<file path="src/rtl/cpu_pkg.sv">
// Shared CPU front-end types: fetch FSM encoding, reset vector and fetch buffer entry.
package cpu_pkg;

  localparam int          XLEN     = 32;
  localparam logic [31:0] RESET_PC = 32'h0040_0000;

  typedef enum logic [1:0] {
    ST_IDLE = 2'd0,  // no request outstanding
    ST_BUSY = 2'd1,  // request outstanding, response will be buffered
    ST_DROP = 2'd2   // request outstanding, response belongs to a squashed path
  } fetch_state_e;

  typedef struct packed {
    logic [XLEN-1:0] pc;
    logic [XLEN-1:0] inst;
  } fetch_entry_t;

endpackage

</file>
<file path="src/rtl/fetch_fifo.sv">
// Small show-ahead FIFO holding fetched {pc, instruction} pairs; head entry is read straight from registers.
module fetch_fifo
  import cpu_pkg::*;
#(
  parameter int DEPTH = 2,
  parameter int CNT_W = $clog2(DEPTH + 1)
) (
  input  logic               clk,
  input  logic               rst,
  input  logic               push,
  input  fetch_entry_t       push_data,
  input  logic               pop,
  input  logic               flush,
  output fetch_entry_t       head_data,
  output logic [CNT_W-1:0]   count
);

  localparam int PTR_W = (DEPTH > 1) ? $clog2(DEPTH) : 1;

  fetch_entry_t        mem_reg [DEPTH];
  logic [PTR_W-1:0]    head_reg;
  logic [PTR_W-1:0]    tail_reg;
  logic [CNT_W-1:0]    count_reg;
  logic                full;
  logic                empty;
  logic                push_en;
  logic                pop_en;

  assign full  = (count_reg == CNT_W'(DEPTH));
  assign empty = (count_reg == '0);

  // Flush dominates; a push into a full buffer is only accepted when the head leaves the same cycle.
  assign push_en = push & ~flush & (~full | pop);
  assign pop_en  = pop & ~flush & ~empty;

  function automatic logic [PTR_W-1:0] ptr_inc(input logic [PTR_W-1:0] p);
    return (p == PTR_W'(DEPTH - 1)) ? '0 : p + 1'b1;
  endfunction

  genvar gi;
  generate
    for (gi = 0; gi < DEPTH; gi++) begin : g_entry
      always_ff @(posedge clk or posedge rst) begin
        if (rst) begin
          mem_reg[gi] <= '0;
        end else if (push_en && (tail_reg == PTR_W'(gi))) begin
          mem_reg[gi] <= push_data;
        end
      end
    end
  endgenerate

  always_ff @(posedge clk or posedge rst) begin
    if (rst) begin
      head_reg  <= '0;
      tail_reg  <= '0;
      count_reg <= '0;
    end else if (flush) begin
      head_reg  <= '0;
      tail_reg  <= '0;
      count_reg <= '0;
    end else begin
      if (push_en) begin
        tail_reg <= ptr_inc(tail_reg);
      end
      if (pop_en) begin
        head_reg <= ptr_inc(head_reg);
      end
      case ({push_en, pop_en})
        2'b10:   count_reg <= count_reg + 1'b1;
        2'b01:   count_reg <= count_reg - 1'b1;
        default: count_reg <= count_reg;
      endcase
    end
  end

  assign head_data = mem_reg[head_reg];
  assign count     = count_reg;

endmodule

</file>
<file path="src/rtl/if_fetch_ctrl.sv">
// Instruction fetch controller: one outstanding imem request, PC hold/advance, redirect squash and a fetch buffer to IF/ID.
module if_fetch_ctrl
  import cpu_pkg::*;
#(
  parameter int          BUF_DEPTH = 2,
  parameter logic [31:0] RESET_PC  = cpu_pkg::RESET_PC
) (
  input  logic        clk,
  input  logic        rst,
  input  logic [31:0] pc_i,
  input  logic [31:0] pc4_i,
  output logic        keep_o,
  output logic [31:0] pc_next_o,
  input  logic        redirect_i,
  input  logic [31:0] redirect_target_i,
  output logic        imem_req_o,
  output logic [31:0] imem_addr_o,
  input  logic        imem_ack_i,
  input  logic [31:0] imem_rdata_i,
  input  logic        id_stall_i,
  output logic        inst_valid_o,
  output logic [31:0] inst_o,
  output logic [31:0] inst_pc_o
);

  localparam int CNT_W = $clog2(BUF_DEPTH + 1);

  fetch_state_e       state_reg;
  fetch_state_e       state_next;
  logic [31:0]        addr_q;
  logic               ack;
  logic               push;
  logic               pop;
  logic               launch;
  logic [CNT_W-1:0]   buf_count;
  logic [CNT_W:0]     count_after;
  fetch_entry_t       push_entry;
  fetch_entry_t       head_entry;

  // Requests only complete while one is actually outstanding, so a late ack after reset is ignored.
  assign ack  = imem_req_o & imem_ack_i;
  assign push = ack & (state_reg == ST_BUSY) & ~redirect_i;
  assign pop  = inst_valid_o & ~id_stall_i;

  assign count_after = ({1'b0, buf_count} + (CNT_W + 1)'(push)) - (CNT_W + 1)'(pop);
  assign launch = ~redirect_i
                & ((state_reg == ST_IDLE) | ack)
                & (count_after < (CNT_W + 1)'(BUF_DEPTH));

  always_ff @(posedge clk or posedge rst) begin
    if (rst) begin
      state_reg <= ST_IDLE;
      addr_q    <= RESET_PC;
    end else begin
      state_reg <= state_next;
      if (launch) begin
        addr_q <= pc_i;
      end
    end
  end

  always_comb begin
    state_next = state_reg;
    case (state_reg)
      ST_IDLE: begin
        if (launch) begin
          state_next = ST_BUSY;
        end
      end
      ST_BUSY: begin
        if (redirect_i) begin
          state_next = ack ? ST_IDLE : ST_DROP;
        end else if (ack) begin
          state_next = launch ? ST_BUSY : ST_IDLE;
        end
      end
      ST_DROP: begin
        // The squashed response is thrown away; a fresh request may go out in the same ack cycle.
        if (ack) begin
          state_next = launch ? ST_BUSY : ST_IDLE;
        end
      end
      default: state_next = ST_IDLE;
    endcase
  end

  always_comb begin
    imem_req_o  = (state_reg != ST_IDLE);
    imem_addr_o = addr_q;
    keep_o      = ~(launch | redirect_i);
    pc_next_o   = redirect_i ? redirect_target_i : pc4_i;
  end

  assign push_entry.pc   = addr_q;
  assign push_entry.inst = imem_rdata_i;

  fetch_fifo #(
    .DEPTH (BUF_DEPTH),
    .CNT_W (CNT_W)
  ) u_fetch_fifo (
    .clk       (clk),
    .rst       (rst),
    .push      (push),
    .push_data (push_entry),
    .pop       (pop),
    .flush     (redirect_i),
    .head_data (head_entry),
    .count     (buf_count)
  );

  assign inst_valid_o = (buf_count != '0);
  assign inst_o       = head_entry.inst;
  assign inst_pc_o    = head_entry.pc;

endmodule

</file>
<file path="config.mk">
export PLATFORM = sky130hd
export DESIGN_NAME = if_fetch_ctrl
export DESIGN_NICKNAME = d
export VERILOG_FILES = /design/src/rtl/cpu_pkg.sv /design/src/rtl/fetch_fifo.sv /design/src/rtl/if_fetch_ctrl.sv
export SDC_FILE = /design/constraint.sdc
export NUM_CORES = 1
export LEC_CHECK = 0
export ABC_AREA = 1
export ABC_CLOCK_PERIOD_IN_PS = 16500
export CORE_ASPECT_RATIO = 1.4
export CORE_MARGIN = 1
export CORE_UTILIZATION = 35
export DETAILED_ROUTE_END_ITERATION = 12
export PLACE_DENSITY = 0.63
export SETUP_SLACK_MARGIN = 0.2
export SYNTH_ARGS = -nofsm -noshare
export SYNTH_HDL_FRONTEND = slang
export SYNTH_SLANG_ARGS = --single-unit
</file>
<file path="constraint.sdc">
create_clock -name clk -period 16.5 [get_ports clk]
set_clock_uncertainty 0.2 [all_clocks]
set_input_delay 1.65 -clock clk [delete_from_list [all_inputs] [get_ports clk]]
set_output_delay 1.65 -clock clk [all_outputs]
set_load 0.1 [all_outputs]
</file>
== Word-level counts from Yosys, hierarchy flattened ==
Cells that the tools add are included.
Cells by class
  add/sub/neg operators: 6
  $mul: 0
  divide/modulo/power cells: 0
  $lt $le $gt $ge: 2
  equality and inequality tests: 6
  shifts and indexed selects: 0
  mux-type cells: 18
  bitwise logic cells: 20
  reductions and logical operators: 9
Operators with widths (count)
  2-to-1 mux 64 bit: 3
  2-to-1 mux 32 bit: 1
  AND 1 bit: 10
  2-to-1 mux 2 bit: 5
  nonzero test 2 bit: 4
  2-to-1 mux 1 bit: 7
  == test 2 bit, second input constant: 3
  NOT 1 bit: 6
  one-hot mux 2 bit (3 select lines): 1
  == test 2 x 1 -> 1 bit, second input constant: 2
  zero test 2 bit: 2
  one-hot mux 2 bit (2 select lines): 1
  adder 2 x 1 -> 3 bit: 1
  < comparator 3 x 2 -> 1 bit, second input constant: 1
  OR 1 bit: 3
  nonzero test 3 bit: 1
  subtractor 3 x 1 -> 3 bit: 1
  adder 1 bit, second input constant: 2
  adder 2 x 1 -> 2 bit, second input constant: 1
  greater-or-equal comparator 2 bit, second input constant: 1
  logical AND 1 bit: 2
  inequality test 2 bit, second input constant: 1
  NOT 1 -> 2 bit: 1
  subtractor 2 x 1 -> 2 bit, second input constant: 1
Word-level totals
  register bits after elaboration: 166
  latch bits: 0
  RAM bits: 0
  bits in read-only memories: 0
  input port bits: 133
  output and inout bits: 131
  word-level logic and storage cells: 70
  memories kept: 0

== Longest topological paths before layout ==
Gate-level depths: netlist of run 1.
  word-level depth: 12
  gate-level depth with buffers: 13
  gate-level depth less buffers: 10

== By module ==
From an unflattened synthesis of run 1, not the netlist that was laid out.
Second synthesis, totals
  cell total of the unflattened synthesis: 928
  area total of the unflattened synthesis: 8215.4 um2
By module, submodules not included
  fetch_fifo: instances 1, cells each 722, area each 6301.0 um2, seq. area each 3303.2 um2
  if_fetch_ctrl: instances 1, cells each 206, area each 1914.3 um2, seq. area each 852.1 um2

== Worst setup path before layout of run 1 ==
Ideal clock, no wire load.
  path kind: input -> output
  start: input port id_stall_i
  end: output port keep_o
  arrival time: 4508 ps
  required time: 14650 ps
  slack: 10142 ps
  stages on the path: 6
  path buffers: 0
  path through: nor2_1 ha_1 or2_2 fa_1 or2_1 a31oi_1
On the way
  word-level cells in the longest chain between the ends: 7
Ends and longest elaborated chain
  start, declared: line if_fetch_ctrl.sv:20  | input logic id_stall_i,
  NOT 1 bit: line if_fetch_ctrl.sv:43  | assign pop = inst_valid_o & ~id_stall_i;
  AND 1 bit: line if_fetch_ctrl.sv:43
  subtractor 3 x 1 -> 3 bit: line if_fetch_ctrl.sv:45  | assign count_after = ({1'b0, buf_count} + (CNT_W + 1)'(push)) - (CNT_W + 1)'(pop);
  < comparator 3 x 2 -> 1 bit: line if_fetch_ctrl.sv:48  | & (count_after < (CNT_W + 1)'(BUF_DEPTH));
  AND 1 bit: line if_fetch_ctrl.sv:48
  OR 1 bit: line if_fetch_ctrl.sv:90  | keep_o = ~(launch | redirect_i);
  NOT 1 bit: line if_fetch_ctrl.sv:90
  end, declared: line if_fetch_ctrl.sv:12  | output logic keep_o,
Every way passes these cells.

== Worst setup path in the final report of run 1 ==
Ends and elaborated chain as after synthesis.

==> metrics.md, run 1 <==
| Metric | Value |
|---|---|
| Register bit total from synthesis | `166` |
| EDFF count, synth | `0` |
| R2R cell count | `10` |
| Fin. max-slew vios | `0` |
| Final Cell Area | `around 0.011 mm2` |
| Post-Syn Nets | `1124` |
| Asr flop ratio synth | `100%` |
| Vias per inst | `between 4 and 5` |
| Layout cells sized above 1 | `~7%` |
| Row count | `between 60 and 70` |
| Synth unique cells | `31` |
| Flop2flop setup slack | `between 10 and 15 ns` |
| PortBufs | `roughly 260` |
| TNS Setup | `0 ns` |
| Slew headroom | `between 20% and 30%` |
| Vias in the first global route | `7095` |
| Worst-margin pin slew | `approximately 1.1 ns` |
| Clk sinks | `166` |
| Largest net degree at the start of global routing | `~110` |
| Initial Utilization | `36.0%` |
| First-pass GRT wire length | `35.6 mm` |
| Yosys top cell area share | `a little over half` |
| Core area | `roughly 0.022 mm2` |
| Hold-critical path depth | `2` |
| Fill count | `2177` |
| Crit path time final | `about 6.7 ns` |
| Largest register FFs | `128` |
| H-tree depth | `4` |
| Gpl congestion | `between 0.8 and 0.9` |
| Root Buffer | `clkbuf_16` |
| Total Wirelength | `21.9 mm` |
| FMAX | `roughly 150 MHz` |
| Drt drc | `0` |
| Global-route usage over all layers | `19.6%` |
| # setup viols final | `0` |
| Status | `complete, no violations` |
| CP Data Required Time | `approximately 15 ns` |
| Clock-pin slew on the worst setup and hold paths | `0.06 ns` |
| Most frequent cells in the layout | `386 x nand2_1, 263 x clkdlybuf4s50_1, 164 x dfrtp_1, 127 x o21ai_0, 101 x inv_1` |
| Die width | `roughly 130 um` |
| Reg2Reg Capture Point | `imem_addr_o[29]$_DFFE_PP0N_` |
| Initial antenna violation count | `2` |
| Synth warn | `0` |
| Synthesized area | `between 0.007 and 0.008 mm2` |
| Layout net count | `around 1400` |
| CP endpoint kind | `output port` |
| Cts hold-fix bufs | `0` |
| CTS tree | `done` |
| Crit start category | `primary input` |
| Setup Crit Path Kind | `primary input to output port` |
| Clk_lat worst skew | `0.42 ns` |
| Die Span Y | `between 150 and 200 um` |
| RSZ-0062 raised after global routing | `false` |
| TritonCTS Buffers | `17` |
| Cell taking the most area after synthesis | `dfrtp_1` |
| DR vias | `about 7000` |
| Initial DRT Pass Iterations | `4` |
| Clk buf depth | `2` |
| Global route total overflow | `0` |
| Post_cts resized | `0` |
| Critical path arrival | `just under 5 ns` |
| Post-route ant nets | `0` |
| Post-CTS Setup Bufs | `0` |
| Post-DP HPWL | `14.6 mm` |
| Ys flop type | `dfrtp_1` |
| WL/cell | `approximately 14 um` |
| Die area | `between 0.02 and 0.025 mm2` |
| Finished Layout Cells | `about 1500` |
| Reg-to-reg startpoint | `u_fetch_fifo.count[1]$_DFFE_PP0P_` |
| CP max FO | `3` |
| Number of max-cap violations | `0` |
| Fin crit share | `~40%` |
| Origin of the worst min-delay path | `u_fetch_fifo.mem_reg[30]$_DFFE_PP0P_` |
| Hold Path Sink | `u_fetch_fifo.mem_reg[30]$_DFFE_PP0P_` |
| I/O pin cnt | `264` |
| Most common cell after layout, fill and taps aside | `nand2_1` |
| Post-DP Area | `roughly 0.011 mm2` |
| Syn avg cell area | `8.01 um2` |
| Seq/Total Area, Yosys | `52.5%` |
| DR iter-0 viols | `310` |
| Final Hold Fails | `0` |
| Top cells by area, synth | `dfrtp_1 52%, nand2_1 18%, o21ai_0 8.0%, o21ai_1 4.9%, inv_1 4.8%` |
| HP Class | `flop to flop` |
| Area grow syn2layout | `40.6%` |
| Placed insts | `between 1000 and 1500` |
| Gate Count Post-Synth | `989` |
[area by class of cell]
type | instances | area, um2 | area share [%]
well taps | 297 | 372 | 3.34
clock buffers | 20 | 467 | 4.19
clock inverters | 12 | 93.8 | 0.842
repair buffers | 272 | 2700 | 24.2
diodes | 1 | 2.50 | 0.0225
inverters | 106 | 403 | 3.62
multi-input cells | 652 | 2940 | 26.4
flip-flops and latches | 166 | 4160 | 37.3
[synthesized netlist by cell type (2+ instances only)]
| cell type | n |
|---|---|
| nor2_4 | 3 |
| o21ai_1 | 78 |
| buf_2 | 16 |
| nor2_1 | 5 |
| a21oi_1 | 2 |
| buf_4 | 7 |
| nand3_1 | 6 |
| dfrtp_1 | 165 |
| o21ai_0 | 127 |
| buf_8 | 3 |
| buf_6 | 14 |
| clkbuf_1 | 24 |
| xor2_1 | 2 |
| nand4_1 | 2 |
| inv_1 | 102 |
| o21ai_2 | 20 |
| inv_2 | 4 |
| nand2_2 | 11 |
| nand2_1 | 386 |
[worst max-delay path, stage by stage]
cell             delay, ns
clkdlybuf4s50_1       0.45
nor2_1                0.19
ha_1                  0.26
or2_2                 0.30
fa_1                  0.37
or2_1                 0.26
a31oi_1               0.18
clkdlybuf4s50_1       1.16
[worst max path at each step]
stage	to	from	slack, ns
after floorplan	keep_o	id_stall_i	10.14
after global placement	keep_o	id_stall_i	9.84
after detailed placement	keep_o	id_stall_i	9.80
after CTS	keep_o	id_stall_i	9.81
after global routing	keep_o	id_stall_i	9.69
final	keep_o	id_stall_i	9.82
[cells by family after synthesis]
logic type / count (synthesis) / synth area share [%]
and+or+nand+nor: 417 / 20.8
adders and majority gates: 2 / 0.411
DFF: 166 / 52.5
xor gates and xnor gates: 3 / 0.332
buffers and inverters: 171 / 10.5
AOI/OAI and AO/OA: 230 / 15.6
[routing by layer]
layer / track usage, % / up-vias / part of all wire [%]
met2: 35.4 / 204 / 52
li1: - / 3523 / -
met1: 21.8 / 3261 / 40
met3: 4.79 / 27 / 5.6
met4: 7.53 / 2 / 2.5
met5: 0 / - / 0.059
[per-stage QoR]
step | hold WS [ns] | util [%] | setup slack (ns)
global route | 0.312 | 50.6 | 9.69
floorplan | 0.246 | - | 10.14
global placement | 0.264 | 48.0 | 9.84
CTS | 0.283 | 50.6 | 9.81
detailed placement | 0.270 | 48.0 | 9.80
finish | 0.280 | 50.6 | 9.82
Power of run 1 is not shown: default switching activity piles up to over one toggle a cycle in this logic, so the estimate is an artifact.
==> run 2: changes to the inputs <==
- ABC_CLOCK_PERIOD_IN_PS: 16500 -> 5900
- PLACE_DENSITY: 0.63 -> 0.65
- clock period: 16.5 -> 5.9 ns (I/O delays scaled with it)
==> run 2 against run 1 <==
  * Wire length is 3.0% lower
  * Die area stayed put
  * Worst hold slack better by 0.0031 ns
  * Register-to-register slack worse by 11 ns
  * Non-clock buffer count is 1 higher
  * Sequential cell count stayed put
  * Cell count hardly changed
  * Sequential share of layout area is 0.13 points lower
  * First-iteration DRC count is 13% higher
  * Via count hardly changed
  * Count of clock-buffer cells in the layout is 2 higher
==> metrics.md, run 2 (synthesis results as in run 1) <==
| Metric | Value |
|---|---|
| CP endpoint kind | `output port` |
| Crit start category | `primary input` |
| Largest net degree at the start of global routing | `86` |
| CP Data Required Time | `5.11 ns` |
| Most common cell after layout, fill and taps aside | `nand2_1` |
| Clk buf depth | `2` |
| Gpl congestion | `between 0.8 and 0.9` |
| Number of max-cap violations | `0` |
| Reg area | `0.00416 mm2` |
| Slew headroom | `between 20% and 30%` |
| Multi-input logic area | `0.00294 mm2` |
| CP max FO | `39` |
| Clk sinks | `166` |
| Initial antenna violation count | `1` |
| Layout cells sized above 1 | `7.40%` |
| Fin crit share | `~70%` |
| Global-route usage over all layers | `between 10% and 20%` |
| Vias in the first global route | `around 7000` |
| DR vias | `between 7000 and 8000` |
| First-pass GRT wire length | `about 35 mm` |
| Row count | `64` |
| Die width | `~130 um` |
| Total Wirelength | `21.2 mm` |
| Post-route ant nets | `0` |
| Setup Crit Path Kind | `primary input to output port` |
| H-tree depth | `4` |
| Layout net count | `around 1400` |
| # setup viols final | `0` |
| CTS tree | `done` |
| Critical path arrival | `around 3.5 ns` |
| Vias per inst | `around 4.6` |
| Fin. max-slew vios | `0` |
| Cts hold-fix bufs | `0` |
| Die Span Y | `180 um` |
| RSZ-0062 raised after global routing | `false` |
| Status | `complete, no violations` |
| PortBufs | `263` |
| Drt drc | `0` |
| Post-DP HPWL | `between 10 and 15 mm` |
| Largest register FFs | `between 100 and 150` |
| Clock-pin slew on the worst setup and hold paths | `~0.070 ns` |
| Final Hold Fails | `0` |
| Post-CTS Setup Bufs | `0` |
| HP Class | `flop to flop` |
| Clk_lat worst skew | `about 0.42 ns` |
| I/O pin cnt | `between 200 and 300` |
| DR iter-0 viols | `about 350` |
| WL/cell | `between 10 and 15 um` |
| Initial Utilization | `between 30% and 40%` |
| Most frequent cells in the layout | `386 x nand2_1, 257 x clkdlybuf4s50_1, 164 x dfrtp_1, 127 x o21ai_0, 101 x inv_1` |
| FMAX | `about 240 MHz` |
| Core area | `0.0220 mm2` |
| Worst-margin pin slew | `about 1.1 ns` |
| Fill count | `around 2100` |
| TNS Setup | `0 ns` |
| TritonCTS Buffers | `17` |
| Post_cts resized | `0` |
| Crit path time final | `between 4 and 5 ns` |
| Area grow syn2layout | `41.1%` |
| Initial DRT Pass Iterations | `5` |
| Root Buffer | `clkbuf_16` |
| Die area | `approximately 0.023 mm2` |
| Global route total overflow | `0` |
==> run 2: changes by cell type in the layout (fill, tap and decap cells not counted), moves of 2 or more <==
cell	delta
bufinv_16	+2
inv_6	-2
clkbuf_1	+2
clkinv_2	-2
clkinvlp_4	+2
clkdlybuf4s50_1	-6
buf_4	+6
==> run 2: worst paths after layout <==
path / from / to / slack (ns) / depth (start not counted)
hold / removal: u_fetch_fifo.mem_reg[47]$_DFFE_PP0P_ / u_fetch_fifo.mem_reg[47]$_DFFE_PP0P_ / 0.28 / 2
max in group asynchronous: rst / u_fetch_fifo.mem_reg[77]$_DFFE_PP0P_ / 3.92 / 3
min in group asynchronous: rst / u_fetch_fifo.count[0]$_DFFE_PP0P_ / 0.46 / 2
setup / recovery: redirect_i / pc_next_o[30] / 1.65 / 5
hold reg to reg: u_fetch_fifo.mem_reg[47]$_DFFE_PP0P_ / u_fetch_fifo.mem_reg[47]$_DFFE_PP0P_ / 0.28 / 2
setup reg to reg: u_fetch_fifo.count[1]$_DFFE_PP0P_ / imem_addr_o[28]$_DFFE_PP0N_ / 2.73 / 10
==> run 2: cell type report <==
class | count | area share [%]
clock buffers | 22 | 4.24
flip-flops and latches | 166 | 37.2
well taps | 297 | 3.32
repair buffers | 273 | 24.2
inverters | 106 | 3.60
multi-input cells | 652 | 26.3
clock inverters | 10 | 1.09
diodes | 1 | 0.0224
==> run 2: metrics by stage <==
| step | util [%] | cell area [um2] | instances | setup WS [ns] | hold WS, ns |
|---|---|---|---|---|---|
| CTS | 50.8 | 11200 | 1526 | 1.62 | 0.285 |
| floorplan | - | 7920 | 989 | 0.622 | 0.246 |
| global placement | 48.1 | 10600 | 1494 | 1.59 | 0.265 |
| detailed placement | 48.1 | 10600 | 1494 | 1.49 | 0.269 |
| finish | 50.8 | 11200 | 1527 | 1.65 | 0.283 |
| global route | 50.8 | 11200 | 1527 | 1.37 | 0.323 |
==> run 2: worst max-delay path: stages <==
cell and delay [ns]:
clkdlybuf4s50_1 0.77, inv_2 0.67, nand2_1 0.10, nand2_1 0.14, clkdlybuf4s50_1 1.16
==> run 2: metal layers <==
layer	part of all wire, %	global-route usage [%]
met5	0	0
met4	3.5	8.42
met3	6.0	5.21
met2	51	33.6
met1	39	21.9
Power of run 2 is left out for the same reason.
